[src/rtl/pong_frame_rx.sv]
// pong_frame_rx: game-state frame receiver with sync lock, checksum/range check and link health
// Ports: clock, reset (sync, active-high); rx_data/rx_valid byte stream in;
// ball_x/ball_y/opp_y latched fields; frame_valid/frame_error one-cycle pulses; link_up health.
// Define PONG_RX_MIRROR_EN to report ball_x as 1120 - x (player-2 node).
module pong_frame_rx #(
  parameter int BYTE_TIMEOUT = 1024,
  parameter int LINK_TIMEOUT = 4194304
) (
  input  logic        clock,
  input  logic        reset,
  input  logic [7:0]  rx_data,
  input  logic        rx_valid,
  output logic [10:0] ball_x,
  output logic [10:0] ball_y,
  output logic [10:0] opp_y,
  output logic        frame_valid,
  output logic        frame_error,
  output logic        link_up
);
  localparam int BW = $clog2(BYTE_TIMEOUT + 1);
  localparam int LW = $clog2(LINK_TIMEOUT + 1);
  localparam logic [BW-1:0] B_LAST = BW'(BYTE_TIMEOUT - 1);
  localparam logic [LW-1:0] L_MAX = LW'(LINK_TIMEOUT);
  typedef enum logic [1:0] {HUNT, PAYLOAD, CHECK} state_t;
  state_t state, state_nxt;
  logic [2:0] idx;
  logic [7:0] sum;
  logic [47:0] pay;
  logic [BW-1:0] btmr;
  logic [LW-1:0] ltmr;
  logic expire, good, bad;
  logic [10:0] dx;
  // payload shifts in MSB-first: bx_hi bx_lo by_hi by_lo oy_hi oy_lo
`ifdef PONG_RX_MIRROR_EN
  assign dx = 11'd1120 - {pay[42:40], pay[39:32]};
`else
  assign dx = {pay[42:40], pay[39:32]};
`endif
  always_comb begin
    expire = state != HUNT && !rx_valid && btmr == B_LAST;
    good = state == CHECK && rx_valid && rx_data == sum
           && pay[47:43] == 5'd0 && pay[31:27] == 5'd0 && pay[15:11] == 5'd0;
    bad = expire || (state == CHECK && rx_valid && !good);
    state_nxt = state;
    case (state)
      HUNT:    state_nxt = rx_valid && rx_data == 8'hA5 ? PAYLOAD : HUNT;
      PAYLOAD: state_nxt = expire ? HUNT : (rx_valid && idx == 3'd5) ? CHECK : PAYLOAD;
      default: state_nxt = (expire || rx_valid) ? HUNT : CHECK;
    endcase
  end
  always_ff @(posedge clock) begin
    if (reset) state <= HUNT;
    else state <= state_nxt;
  end
  always_ff @(posedge clock) begin
    if (reset) begin
      idx <= '0;
      sum <= '0;
      pay <= '0;
      btmr <= '0;
      ltmr <= '0;
      ball_x <= 11'd640;
      ball_y <= 11'd512;
      opp_y <= 11'd450;
      frame_valid <= 1'b0;
      frame_error <= 1'b0;
      link_up <= 1'b0;
    end else begin
      idx <= (state == PAYLOAD && rx_valid) ? idx + 3'd1 : (state == HUNT) ? 3'd0 : idx;
      sum <= (state == PAYLOAD && rx_valid) ? sum ^ rx_data : (state == HUNT) ? 8'd0 : sum;
      if (state == PAYLOAD && rx_valid) pay <= {pay[39:0], rx_data};
      // a byte arriving on the would-expire cycle clears the timer instead of aborting
      btmr <= (state_nxt == HUNT || rx_valid) ? '0 : btmr + 1'b1;
      frame_valid <= good;
      frame_error <= bad;
      if (good) begin
        ball_x <= dx;
        ball_y <= {pay[26:24], pay[23:16]};
        opp_y <= {pay[10:8], pay[7:0]};
        ltmr <= '0;
        link_up <= 1'b1;
      end else if (ltmr != L_MAX) begin
        ltmr <= ltmr + 1'b1;
        if (ltmr == L_MAX - 1'b1) link_up <= 1'b0;
      end
    end
  end
endmodule

[config.mk]
export PLATFORM = sky130hd
export DESIGN_NAME = pong_frame_rx
export DESIGN_NICKNAME = d
export VERILOG_FILES = /design/src/rtl/pong_frame_rx.sv
export SDC_FILE = /design/constraint.sdc
export NUM_CORES = 1
export LEC_CHECK = 0
export CORE_UTILIZATION = 34
export CTS_BUF_LIST = sky130_fd_sc_hd__clkbuf_2
export DETAILED_ROUTE_END_ITERATION = 8
export SLEW_MARGIN = 20
export SYNTH_ARGS = -nofsm -noshare
export SYNTH_HDL_FRONTEND = slang
export SYNTH_SLANG_ARGS = --single-unit
[constraint.sdc]
create_clock -name clock -period 4.2 [get_ports clock]
set_input_delay 0.63 -clock clock [delete_from_list [all_inputs] [get_ports clock]]
set_output_delay 0.63 -clock clock [all_outputs]
set_load 0.005 [all_outputs]
# Word-level counts from Yosys, hierarchy flattened
# Cells that the tools add are included.
[classes]
n_div = 0
add_sub_neg = 3
n_mux = 12
n_bitwise = 1
n_eq_ne = 8
n_lt_le_gt_ge = 0
n_reduce_logical = 28
shift = 0
n_mul = 0
[op_table]
columns = ["cell", "n"]
rows = [
  ["adder 23 x 1 -> 23 bit (second input constant)", 1],
  ["equality test 23 x 22 -> 1 bit (second input constant)", 1],
  ["inequality test 23 bit (second input constant)", 1],
  ["two-way mux 8 bit", 2],
  ["zero test 5 bit", 3],
  ["adder 11 x 1 -> 11 bit (second input constant)", 1],
  ["equality test 11 x 10 -> 1 bit (second input constant)", 1],
  ["logical AND 1 bit", 11],
  ["equality test 8 bit", 1],
  ["equality test 8 bit (second input constant)", 1],
  ["nonzero test 2 bit", 4],
  ["bitwise XOR 8 bit", 1],
  ["two-way mux 2 bit", 3],
  ["two-way mux 3 bit", 2],
  ["zero test 2 bit", 2],
  ["two-way mux 1 bit", 4],
  ["one-hot mux 2 bit (2 select lines)", 1],
  ["OR reduction 2 bit", 2],
  ["adder 3 x 1 -> 3 bit (second input constant)", 1],
  ["equality test 3 bit (second input constant)", 1],
  ["logical OR 1 bit", 3],
  ["equality test 2 x 1 -> 1 bit (second input constant)", 1],
  ["equality test 2 bit (second input constant)", 1],
  ["zero test 1 bit", 2],
  ["AND reduction 2 bit", 1],
]
[totals]
mem_bits_rw = 0
in_bits = 11
mem_bits_ro = 0
reg_bits = 131
out_inout_bits = 36
latchBits = 0
memories = 0
elab_cells = 64

# Depth between registers and ports, before layout
[logic_depth]
word_depth = 9
mapped_depth = 6
ltp_nobuf = 6

# Least setup slack after synthesis
# Ideal clock, no wire load.
[synth_path]
path_type = "input to register"
startpoint = "in rx_data[7]"
endpoint = "reg ball_x[0]"
arrival_time_ns = 1.833
path_buffers = 1
setup_slack_ns = 2.295
setup_ns = 0.072
required_time_ns = 4.128
path_stages = 5
path_cell_list = "xnor2_1 nand4_2 nor4_4 buf_6 mux2i_1"
[synth_via]
elab_chain_cells = 5
[synth_lines]
columns = ["item", "line", "rtl"]
rows = [
  ["from (decl)", "11", "input logic [7:0] rx_data,"],
  ["equality test 8 bit", "41", "good = state == CHECK && rx_valid && rx_data == sum"],
  ["logical AND 1 bit", "41", ""],
  ["logical AND 1 bit (3 in series)", "42", "&& pay[47:43] == 5'd0 && pay[31:27] == 5'd0 && pay[15:11] == 5'd0;"],
  ["to (signal assigned)", "62", "ball_x <= 11'd640;"],
  ["to (signal assigned)", "77", "ball_x <= dx;"],
  ["to (decl)", "13", "output logic [10:0] ball_x,"],
]
# Every way passes these cells.
# A chain may end at the register's enable or synchronous reset.

# Worst setup path in the final report
[layout_path]
startpoint = "reg opp_y[3]"
endpoint = "out opp_y[3]"
[layout_lines]
columns = ["item", "line", "rtl"]
rows = [
  ["from (decl)", "15", "output logic [10:0] opp_y,"],
  ["from (signal assigned)", "79", "opp_y <= {pay[10:8], pay[7:0]};"],
]
# No word-level cell between the ends.

==> reports/summary.md <==
The area growth from synthesis to layout is 15.6%. For the number of cells in the design after placement, the log shows 868. The worst register-to-register path begins at state[1]. VDD sags by at most 0.000152 V. The region available for standard cell placement spans 15800 um^2. After clock tree synthesis, the flow added hold-fix buffers numbering 0. The worst max-slew margin expressed relative to the limit is 32.3%, and the global routing usage summed across all routing layers is 14.6%.

Counting instances, the worst hold path has a depth of 3. The top-area cell type share of the netlist area is 47.9%, and the number of buffer and inverter instances along the worst setup path is 1. The max-cap violation count is 0.

Using the TritonRoute via totals, the vias-per-cell ratio works out to 4.88. The routed wirelength normalized by instance count is 12.7 um. The post-layout instance count excluding filler cells is 899, and the number of flops mapped to enable cells by yosys is 0. Total power: 0.00219 W. For the number of global-route vias before repair, the log shows 4128.

Yosys attributes the largest share of cell area to dfxtp_1, nand2_1, mux2i_1. Setup repair after global routing left no endpoint under its margin. The critical path starts at opp_y[3]. The worst-case reg-to-reg path depth is 5. Row generation in the floorplan step produced 46 rows.

For this run, the top clock speed supported by timing is 442 MHz. Proportion of synthesized flip-flops having asynchronous set or reset: 0%. The detailed router placed 4383 vias in this run.

The tools report the post-place setup slack as 1320 ps. The initial utilization of the core area, before any placement, comes to 34.6%. Input and output buffers added on the ports amount to 46. The number of hold-slack violations in the final timing report was 0; the remaining design rule violation count was 0. Once the clock tree was built, the setup fixing pass inserted 0 buffers. In this run the static leakage power is 2.02 nW.

The total number of clock tree sinks is 131, and the final routed wirelength across all metal layers is 11400 um. The sum of net half-perimeters after detailed placement is 7520 um, and the width of the chip is 129 um. In this run, CTS created clock tree buffers numbering 17.

The net count after synthesis is 657, and the post-synthesis instance area is 5480 um^2. Across all hold checks on the routed design, the worst slack comes to 390 ps. The clock-pin slew on the worst setup and hold paths works out to 190 ps. STA classifies the critical path endpoint as an output port. During I/O placement, the number of pins put on the boundary was 47.

The endpoint identified for the worst register-to-register timing path is ball_x[10]. Entering global routing, the biggest net connects 100 pins. The worst-path maximum fanout is 2.

The number of pins exceeding their max-slew limit in the final report was 0. The cell at the slowest stage of the critical path was clkdlybuf4s50_1. The tools report the maximum clock insertion buffer count as 2. The flow ran to the end, and the final reports show no timing, DRC or antenna violations. The clock latency reported for the late side of the worst-skew pair was 680 ps. For the worst setup path, the data required time is 3570 ps. The synthesized area divided by synthesized cell count came out at 8.55 um^2. Routability-driven placement finished with a final weighted congestion of 0.835.

After detailed routing, no signal wire sits above met4. The length of routed wiring on met1 was 5510 um. The first-pass detailed-route iteration total is 4, and the total length of routed met3 wires is 411 um.

The critical path's top delay family is buffers and inverters. The layout has 1635 filler cells. 0 antenna diodes ended up in the layout. Critical hold path startpoint: reset. Category of the critical setup timing path: reg -> out. For hold timing, the worst endpoint is state[1]. The flip-flop cell with the highest count after synthesis is dfxtp_1. The number of different library cells used by synthesis comes to 47. TritonCTS built the clock tree.

The H-tree was split into 4 levels. Post-synthesis cell type with the largest combined area: dfxtp_1. The setup TNS is 0 ps, and the area enclosed by the die boundary is 16600 um^2. Data on the critical path arrives at its endpoint at 1630 ps. The power density relative to cell area was 346 nW/um^2; the total congestion overflow was 0.

After layout, the worst path uses 53.8% of the clock period. The worst setup path is launched from a register. Library cell used as clock root buffer: clkbuf_2.

The tools report the register-to-register path setup slack as 2070 ps. The count of nets left with antenna violations once routing finished came out at 0. The worst stage delay on the critical path came out at 530 ps. The tools report the post-cts sizing count as 0. For the share of the yosys chip area belonging to registers, the log shows 47.9%. Count of synthesis-stage warnings from yosys: 0. Setup violations remaining at the end of the flow were counted as 0. Across the routed clock network, the largest skew measured is 32.1 ps. Counting every instance in the synthesized netlist gives 641. Measured along the y axis, the die boundary spans 129 um. The measured slew at the worst slew-check pin was 1020 ps. The run gives 0 as the number of antenna violations at the first check in global routing.

Cells with a size suffix above 1 make up 8.20% of the layout. The signal on the critical path passes through clkdlybuf4s50_1. Kind of path behind the tightest hold check: in -> reg. Across all setup checks in the final design, the least slack found is 1940 ps. The detailed router finished its first iteration with 306 violations. Counting flops and latches in the post-synthesis netlist gives 131. In the final design database the tool counted 687 nets. For the finished layout, the period the worst path requires is 2260 ps. Wire segments on met2 add up to 5270 um in the final route. The run gives 19100 um as the wire length of the first global-routing pass.
==> cells in the final DEF (no fill, tap or decap), types with 7 or more instances in the layout <==
cell type	n
nand2_1	164
dfxtp_1	131
a21oi_1	61
nor2_1	46
clkdlybuf4s50_1	45
mux2i_1	33
clkbuf_2	19
nand3_1	17
nor3_1	16
xnor2_1	16
o21ai_0	11
xor2_1	11
a211oi_1	10
nand4_1	9
mux2_2	9
inv_1	7
and3_1	7
or3_1	7
==> synthesized netlist by cell type (3+ instances only) <==
library cell	instances
clkbuf_1	28
a21oi_1	61
o21ai_0	11
nor4_2	4
mux2_2	9
nor4_1	5
buf_6	3
mux2i_1	33
xor2_1	11
nand2b_1	3
and4_1	4
inv_1	7
a211oi_1	10
ha_1	5
xnor2_1	16
nand3_1	17
nand4_1	9
nor3_1	16
and3_1	7
dfxtp_1	131
or4_1	3
buf_2	4
nor2_1	46
or3_1	7
nand2_1	164
==> final cells by class <==
class,count,area (um^2),share of cell area [%]
Inverter,8,30.0,0.474
Multi-Input combinational cell,463,2650,41.8
Tap cell,216,270,4.26
Clock buffer,19,95.1,1.50
Clock inverter,12,188,2.96
Timing Repair Buffer,50,485,7.66
Sequential cell,131,2620,41.4
==> sequential cells by signal (all words and copies together) (netlist names) <==
name	count
ball_x	11
ball_y	11
btmr	11
frame_error	1
frame_valid	1
idx	3
link_up	1
ltmr	23
opp_y	11
pay	48
state	2
sum	8
==> worst max-delay path by stage <==
stage / slack [ps] / cells past startpoint / end
after CTS: 1870 / 1 / opp_y[3]
after detailed placement: 1320 / 6 / ball_x[3]
after global placement: 1430 / 6 / ball_y[2]
final: 1940 / 1 / opp_y[3]
after global routing: 1810 / 1 / opp_y[3]
after floorplan: 2290 / 5 / ball_x[0]
==> layer usage <==
layer | vias to the layer above | GRT usage [%]
met4 | 0 | 6.37
met2 | 71 | 23.3
li1 | 2244 | -
met5 | - | 0
met3 | 18 | 3.83
met1 | 2050 | 18.5
==> logic make-up after synthesis <==
logic type / after synthesis / share of synthesized area (%)
AND/OR/NAND/NOR: 298 / 25.6
adder cells (fa/ha/maj): 5 / 1.14
AO/OA/AOI/OAI: 91 / 9.36
multiplexers: 42 / 7.88
flip-flops: 131 / 47.9
XOR/XNOR: 27 / 4.31
buffers and inverters: 47 / 3.86
==> power breakdown <==
group          leakage [nW]  internal (W)  switching [W]  total [W]
Combinational         0.799     0.0000182      0.0000388  0.0000570
Clock                 0.166      0.000446       0.000439   0.000884
Sequential             1.06       0.00125     0.00000387    0.00125
==> through the flow <==
step           utilization (%)  area, um^2
5_1_grt                   40.0        6340
4_1_cts                   40.0        6340
3_5_place_dp              38.3        6050
2_1_floorplan                -        5480
3_3_place_gp              38.3        6050
6_report                  40.0        6340
(Power assumes the default switching activity.)
